$ cat src/rtl/ideal_springs_stream.sv
`default_nettype none
// ============================================================================
// Module   : ideal_springs_stream
// Purpose  : Snapshots node/ideal/velocity state, streams one saturated
//            spring-damper force per node over valid/ready and reports the
//            negated, saturated sum as the axle reaction force.
//            Optional displacement deadband: define SPRING_DEADBAND_EN.
// Revision : 1.0
// ============================================================================
module ideal_springs_stream #(
   parameter int NUM_NODES     = 8,
   parameter int CONSTANT_SIZE = 5,
   parameter int POSITION_SIZE = 8,
   parameter int VELOCITY_SIZE = 8,
   parameter int FORCE_SIZE    = 7,
   parameter int FORCE_SHIFT   = 0,
   parameter int DEADBAND      = 1,
   localparam int IDX_W = (NUM_NODES > 1) ? $clog2(NUM_NODES) : 1
) (
   input  logic                                                  clk_in,
   input  logic                                                  rst_in,
   input  logic                                                  input_valid,
   output logic                                                  busy,
   input  logic signed [CONSTANT_SIZE-1:0]                       k,
   input  logic signed [CONSTANT_SIZE-1:0]                       b,
   input  logic signed [1:0][NUM_NODES-1:0][POSITION_SIZE-1:0]   nodes,
   input  logic signed [1:0][NUM_NODES-1:0][POSITION_SIZE-1:0]   ideal_nodes,
   input  logic signed [1:0][NUM_NODES-1:0][VELOCITY_SIZE-1:0]   velocities,
   input  logic signed [1:0][VELOCITY_SIZE-1:0]                  axle_velocity,
   output logic signed [FORCE_SIZE-1:0]                          force_x_out,
   output logic signed [FORCE_SIZE-1:0]                          force_y_out,
   output logic        [IDX_W-1:0]                               force_idx_out,
   output logic                                                  force_out_valid,
   input  logic                                                  force_out_ready,
   output logic signed [FORCE_SIZE-1:0]                          axle_force_x,
   output logic signed [FORCE_SIZE-1:0]                          axle_force_y,
   output logic                                                  output_valid
);

   localparam int DX_W   = POSITION_SIZE + 1;
   localparam int DV_W   = VELOCITY_SIZE + 1;
   localparam int PROD_W = CONSTANT_SIZE + ((DX_W > DV_W) ? DX_W : DV_W);
   localparam int RAW_W  = PROD_W + 1;
   localparam int ACC_W  = FORCE_SIZE + $clog2(NUM_NODES) + 1;
   localparam int NEG_W  = ACC_W + 1;

   localparam logic signed [RAW_W-1:0] F_MAX  = RAW_W'(2 ** (FORCE_SIZE - 1) - 1);
   localparam logic signed [RAW_W-1:0] F_MIN  = RAW_W'(-(2 ** (FORCE_SIZE - 1)));
   localparam logic signed [NEG_W-1:0] A_MAX  = NEG_W'(2 ** (FORCE_SIZE - 1) - 1);
   localparam logic signed [NEG_W-1:0] A_MIN  = NEG_W'(-(2 ** (FORCE_SIZE - 1)));
   localparam logic signed [DX_W-1:0]  DB_POS = DX_W'(DEADBAND);
   localparam logic signed [DX_W-1:0]  DB_NEG = DX_W'(-DEADBAND);
   localparam logic [IDX_W-1:0]        LAST   = IDX_W'(NUM_NODES - 1);

`ifdef SPRING_DEADBAND_EN
   localparam logic DB_EN = 1'b1;
`else
   localparam logic DB_EN = 1'b0;
`endif

   typedef enum logic [1:0] {
      S_IDLE = 2'd0,
      S_CALC = 2'd1,
      S_EMIT = 2'd2,
      S_DONE = 2'd3
   } state_t;

   state_t state_q, state_d;

   logic signed [CONSTANT_SIZE-1:0]                     k_q, b_q;
   logic signed [1:0][NUM_NODES-1:0][POSITION_SIZE-1:0] nodes_q, ideal_q;
   logic signed [1:0][NUM_NODES-1:0][VELOCITY_SIZE-1:0] vel_q;
   logic signed [1:0][VELOCITY_SIZE-1:0]                axv_q;
   logic        [IDX_W-1:0]                             idx_q, fidx_q;
   logic signed [FORCE_SIZE-1:0]                        fx_q, fy_q, ax_q, ay_q;
   logic signed [ACC_W-1:0]                             acc_q [2];

   logic signed [DX_W-1:0]       dx    [2];
   logic signed [DV_W-1:0]       dv    [2];
   logic signed [RAW_W-1:0]      raw   [2];
   logic signed [FORCE_SIZE-1:0] sat_f [2];
   logic signed [NEG_W-1:0]      neg   [2];
   logic signed [FORCE_SIZE-1:0] sat_a [2];

   // Force for the node at idx_q and the saturated negated running sum.
   always_comb begin
      for (int ax = 0; ax < 2; ax++) begin
         dx[ax] = DX_W'($signed(ideal_q[ax][idx_q])) - DX_W'($signed(nodes_q[ax][idx_q]));
         if (DB_EN && (dx[ax] >= DB_NEG) && (dx[ax] <= DB_POS)) begin
            dx[ax] = '0;
         end
         dv[ax]  = DV_W'($signed(vel_q[ax][idx_q])) - DV_W'($signed(axv_q[ax]));
         raw[ax] = (RAW_W'(k_q) * RAW_W'(dx[ax]) - RAW_W'(b_q) * RAW_W'(dv[ax])) >>> FORCE_SHIFT;
         if (raw[ax] > F_MAX) begin
            sat_f[ax] = F_MAX[FORCE_SIZE-1:0];
         end else if (raw[ax] < F_MIN) begin
            sat_f[ax] = F_MIN[FORCE_SIZE-1:0];
         end else begin
            sat_f[ax] = raw[ax][FORCE_SIZE-1:0];
         end
         neg[ax] = -NEG_W'(acc_q[ax]);
         if (neg[ax] > A_MAX) begin
            sat_a[ax] = A_MAX[FORCE_SIZE-1:0];
         end else if (neg[ax] < A_MIN) begin
            sat_a[ax] = A_MIN[FORCE_SIZE-1:0];
         end else begin
            sat_a[ax] = neg[ax][FORCE_SIZE-1:0];
         end
      end
   end

   always_comb begin
      state_d         = state_q;
      busy            = 1'b1;
      force_out_valid = 1'b0;
      output_valid    = 1'b0;
      case (state_q)
         S_IDLE: begin
            busy = 1'b0;
            if (input_valid) state_d = S_CALC;
         end
         S_CALC: state_d = S_EMIT;
         S_EMIT: begin
            force_out_valid = 1'b1;
            if (force_out_ready) state_d = (idx_q == LAST) ? S_DONE : S_CALC;
         end
         S_DONE: begin
            output_valid = 1'b1;
            state_d      = S_IDLE;
         end
         default: state_d = S_IDLE;
      endcase
   end

   always_ff @(posedge clk_in) begin
      if (rst_in) begin
         state_q <= S_IDLE;
         k_q     <= '0;
         b_q     <= '0;
         nodes_q <= '0;
         ideal_q <= '0;
         vel_q   <= '0;
         axv_q   <= '0;
         idx_q   <= '0;
         fidx_q  <= '0;
         fx_q    <= '0;
         fy_q    <= '0;
         ax_q    <= '0;
         ay_q    <= '0;
         for (int ax = 0; ax < 2; ax++) acc_q[ax] <= '0;
      end else begin
         state_q <= state_d;
         case (state_q)
            S_IDLE: begin
               if (input_valid) begin
                  k_q     <= k;
                  b_q     <= b;
                  nodes_q <= nodes;
                  ideal_q <= ideal_nodes;
                  vel_q   <= velocities;
                  axv_q   <= axle_velocity;
                  idx_q   <= '0;
                  for (int ax = 0; ax < 2; ax++) acc_q[ax] <= '0;
               end
            end
            S_CALC: begin
               fx_q   <= sat_f[0];
               fy_q   <= sat_f[1];
               fidx_q <= idx_q;
               for (int ax = 0; ax < 2; ax++) acc_q[ax] <= acc_q[ax] + ACC_W'(sat_f[ax]);
            end
            S_EMIT: begin
               if (force_out_ready) begin
                  if (idx_q == LAST) begin
                     ax_q <= sat_a[0];
                     ay_q <= sat_a[1];
                  end else begin
                     idx_q <= idx_q + IDX_W'(1);
                  end
               end
            end
            default: ;
         endcase
      end
   end

   assign force_x_out   = fx_q;
   assign force_y_out   = fy_q;
   assign force_idx_out = fidx_q;
   assign axle_force_x  = ax_q;
   assign axle_force_y  = ay_q;

endmodule
`default_nettype wire

$ cat config.mk
export PLATFORM = sky130hd
export DESIGN_NAME = ideal_springs_stream
export DESIGN_NICKNAME = d
export VERILOG_FILES = /design/src/rtl/ideal_springs_stream.sv
export SDC_FILE = /design/constraint.sdc
export NUM_CORES = 2
export LEC_CHECK = 0
export CAP_MARGIN = 20
export CORE_MARGIN = 2
export CORE_UTILIZATION = 45
export DETAILED_ROUTE_END_ITERATION = 10
export MAX_ROUTING_LAYER = met4
export PLACE_DENSITY = 0.77
export SLEW_MARGIN = 20
export SYNTH_ARGS = -nofsm -noshare
export SYNTH_HDL_FRONTEND = slang
export SYNTH_SLANG_ARGS = --single-unit
$ cat constraint.sdc
create_clock -name clk_in -period 15.1 [get_ports clk_in]
set_clock_uncertainty 0.2 [all_clocks]
set_input_delay 3.02 -clock clk_in [delete_from_list [all_inputs] [get_ports clk_in]]
set_output_delay 3.02 -clock clk_in [all_outputs]
set_load 0.1 [all_outputs]
==> reports/results.tsv <==
stage	metric	value	unit
synth	syn_nets	4141	
cts	Skew-Pair Late Insertion Delay	630	ps
synth	Post-synth ARST share	0	%
timing	Achievable Freq	80.08	MHz
synth	register area share after synthesis	32.96	%
synth	Seq cells post-synth	468	
die	die width	258.3	um
setup_path	CP endpoint	acc_q[0][21]	
detailed_routing	via count	24920	
cts	CTS Sinks	468	
detailed_routing	drt first pass iters	5	
cts	total CTS buffers	51	
detailed_routing	wire length on met2	42380	um
grt	first-pass GRT wire length	134000	um
synth	Post-synth EDFFs	22	
timing	Fin. Hold Viols	0	
cts	root buffer cell	clkbuf_16	
grt	pin count of the biggest net entering global routing	224	
setup_path	type of the worst setup path	register to register	
synth	top_reg_cell synth	dfxtp_1	
detailed_routing	ANT nets after route	0	
timing	final setup TNS	0	ps
timing	Final period util	82.70	%
setup_path	flop-to-flop setup slack	2610	ps
cts	H-tree levels	2	
power	total power	8.003	mW
die	die footprint	66690	um^2
setup_path	slowest CP cell	dfxtp_4	
setup_path	Worst Setup Start Kind	register	
cts	hold buffer count at CTS	0	
setup_path	CP required	15340	ps
detailed_routing	WL final	86830	um
cts	clock buffer depth	3	
placement	Port Buffers	447	
detailed_routing	initial drt markers	1966	
hold_path	class of the worst hold path	register to register	
timing	Setup violations, final	0	
setup_path	reg-to-reg critical path endpoint	acc_q[0][21]	
power	Leak Pwr	14.15	nW
synth	Distinct cells, synth	76	
cts	CTS tree	done	
grt	vias in the first global route	24280	
setup_path	CP Data Arrival Time	12720	ps
setup_path	crit path from	idx_q[0]	
detailed_routing	routed vias/inst	5.355	
detailed_routing	DR WL/cell	18.66	um
timing	final max-slew violation count	0	
die	core footprint	64230	um^2
setup_path	R2R depth	39	
synth	YS warnings	0	
cts	clock-pin slew on the worst setup and hold paths	60	ps
die	site row count	93	
synth	Post-Syn Instances	3421	
setup_path	CP Depth	39	
cells_and_area	Finished Layout Cells	4653	
setup_path	CP Buf/Inv Count	5	
detailed_routing	Met1 Routed Length	36500	um
detailed_routing	Met3 Wirelength	5922	um
cells_and_area	commonest cells after routing, fill and taps aside	nand2_1, a21oi_1, clkdlybuf4s50_1	
die	Die Y	258.3	um
timing	Least-Margin Pin Slew	1286	ps
timing	Final Critical Period	12490	ps
setup_path	CP Max Fanout	40	
grt	GRT Util Overall	26.40	%
setup_path	crit-path most repeated cell	fa_1	
placement	routability cong.	0.9063	
setup_path	CP Capture Type	register	
die	Starting Density	45.29	%
timing	RSZ-0062 raised after global routing	no	
cts	Resize count post-CTS	0	
placement	Cells after DPL	4542	
placement	DP HPWL	65480	um
setup_path	delay of the slowest critical-path stage	880	ps
job	Max Cap Viol	0	
grt	total gr overflow	0	
power	Max VDD drop	0.2641	mV
detailed_routing	top layer in use	met4	
power	Pwr per Cell Area	223.3	nW/um^2
cells_and_area	final net count	4460	
cells_and_area	Area Growth Syn to Fin	23.22	%
timing	slew margin rel.	14.28	%
run_status	status	finished clean	
cells_and_area	layout cells sized above 1	6.822	%
grt	antenna violations before repair	15	
synth	Synth Cell Area	29090	um^2
cts	Post-CTS Setup Bufs	0	
setup_path	Top delay family on crit path	adder cells	
setup_path	R2R Path Start	idx_q[0]	
synth	Synth Area per Inst	8.503	um^2
detailed_routing	DRC violations left	0	
cells_and_area	commonest non-fill, non-tap cell in the layout	nand2_1	
die	I/O Pins	448	
cells by family after synthesis:
| kind of cell | after synthesis | synth area share, % |
|---|---|---|
| AND/OR/NAND/NOR | 1232 | 17.91 |
| AO/OA/AOI/OAI | 677 | 13.29 |
| buffers and inverters | 511 | 6.620 |
| flip-flops | 468 | 32.96 |
| adder cells (fa/ha/maj) | 308 | 17.46 |
| multiplexers | 148 | 9.342 |
| XOR/XNOR | 77 | 2.413 |
synthesized netlist by cell type (5+ instances only):
cell type	n	area share [%]
a2111oi_0	5	0.15
a21boi_0	13	0.34
a21o_1	22	0.57
a21oi_1	466	8.0
a22o_1	5	0.15
a31oi_1	6	0.13
and2_1	46	0.99
and3_1	7	0.15
buf_1	20	0.26
clkbuf_1	178	2.3
dfxtp_1	446	31
edfxtp_1	22	2.3
fa_1	164	11
ha_1	142	6.1
inv_1	308	4.0
mux2_2	28	1.1
mux2i_1	24	0.83
mux4_2	96	7.4
nand2_1	917	12
nand2b_1	36	0.77
nand3_1	16	0.28
nor2_1	85	1.1
nor2b_1	53	1.1
nor3_1	22	0.38
nor3b_1	10	0.26
o211ai_1	10	0.26
o21a_1	15	0.39
o21ai_0	55	0.95
o21bai_1	7	0.18
o22ai_1	10	0.22
o31ai_1	10	0.26
or3_1	10	0.22
or3b_2	5	0.15
xnor2_1	48	1.4
xor2_1	27	0.81
how the worst min path moves through the flow:
stage / from / end / depth (start not counted)
after floorplan: ideal_q[112] / ideal_q[112] / 2
final: ideal_q[56] / ideal_q[56] / 2
after global routing: ideal_q[12] / ideal_q[12] / 2
after CTS: nodes_q[30] / nodes_q[30] / 2
after detailed placement: nodes_q[55] / nodes_q[55] / 2
after global placement: ideal_q[56] / ideal_q[56] / 2
stage by stage:
step	hold WS, ps	utilization (%)	setup slack, ps	cell area, um^2
final	249.2	55.80	2613	35840
after global routing	267.4	55.80	1744	35840
after CTS	251.3	55.73	2669	35800
after detailed placement	243.1	53.05	2803	34080
after global placement	238.9	53.05	2991	34080
after floorplan	233.1	-	3683	29090
state kept, by name, summed over array words and instances, names as in the netlist:
name	flops
vel_q	128
axle_force_x	7
k_q	5
force_idx_out	3
ideal_q	128
axv_q	16
force_y_out	7
nodes_q	128
idx_q	3
state_q	2
b_q	5
acc_q	22
axle_force_y	7
force_x_out	7
worst reg2reg max path, delay by kind of cell, from the launching register on:
kind / cells / cell delay [ps]
multiplexers: 3 / 990
adder cells (fa/ha/maj): 9 / 3680
AND/OR/NAND/NOR: 6 / 2270
flip-flops: 1 / 880
buffers and inverters: 5 / 800
AO/OA/AOI/OAI: 16 / 3490
area by class of cell:
class                   instances  area (um^2)
diodes                         16        40.04
well taps                     855         1070
clock inverters                20        212.7
multi-input cells            2442        17580
clock buffers                  75         1508
repair buffers                468         4669
flip-flops and latches        468         9600
fillers                      5751        28390
inverters                     309         1160
layer usage:
metal / vias up / global-route usage, %
li1: 11950 / -
met1: 12040 / 33.84
met2: 822 / 43.59
met3: 102 / 4.216
met4: 0 / 6.856
met5: - / -
power by group:
part / internal, mW / switching [mW]
combinational: 2.20 / 3.08
clock: 0.718 / 0.547
sequential: 1.37 / 0.0841
No activity file was read; power rests on OpenSTA's default activity.
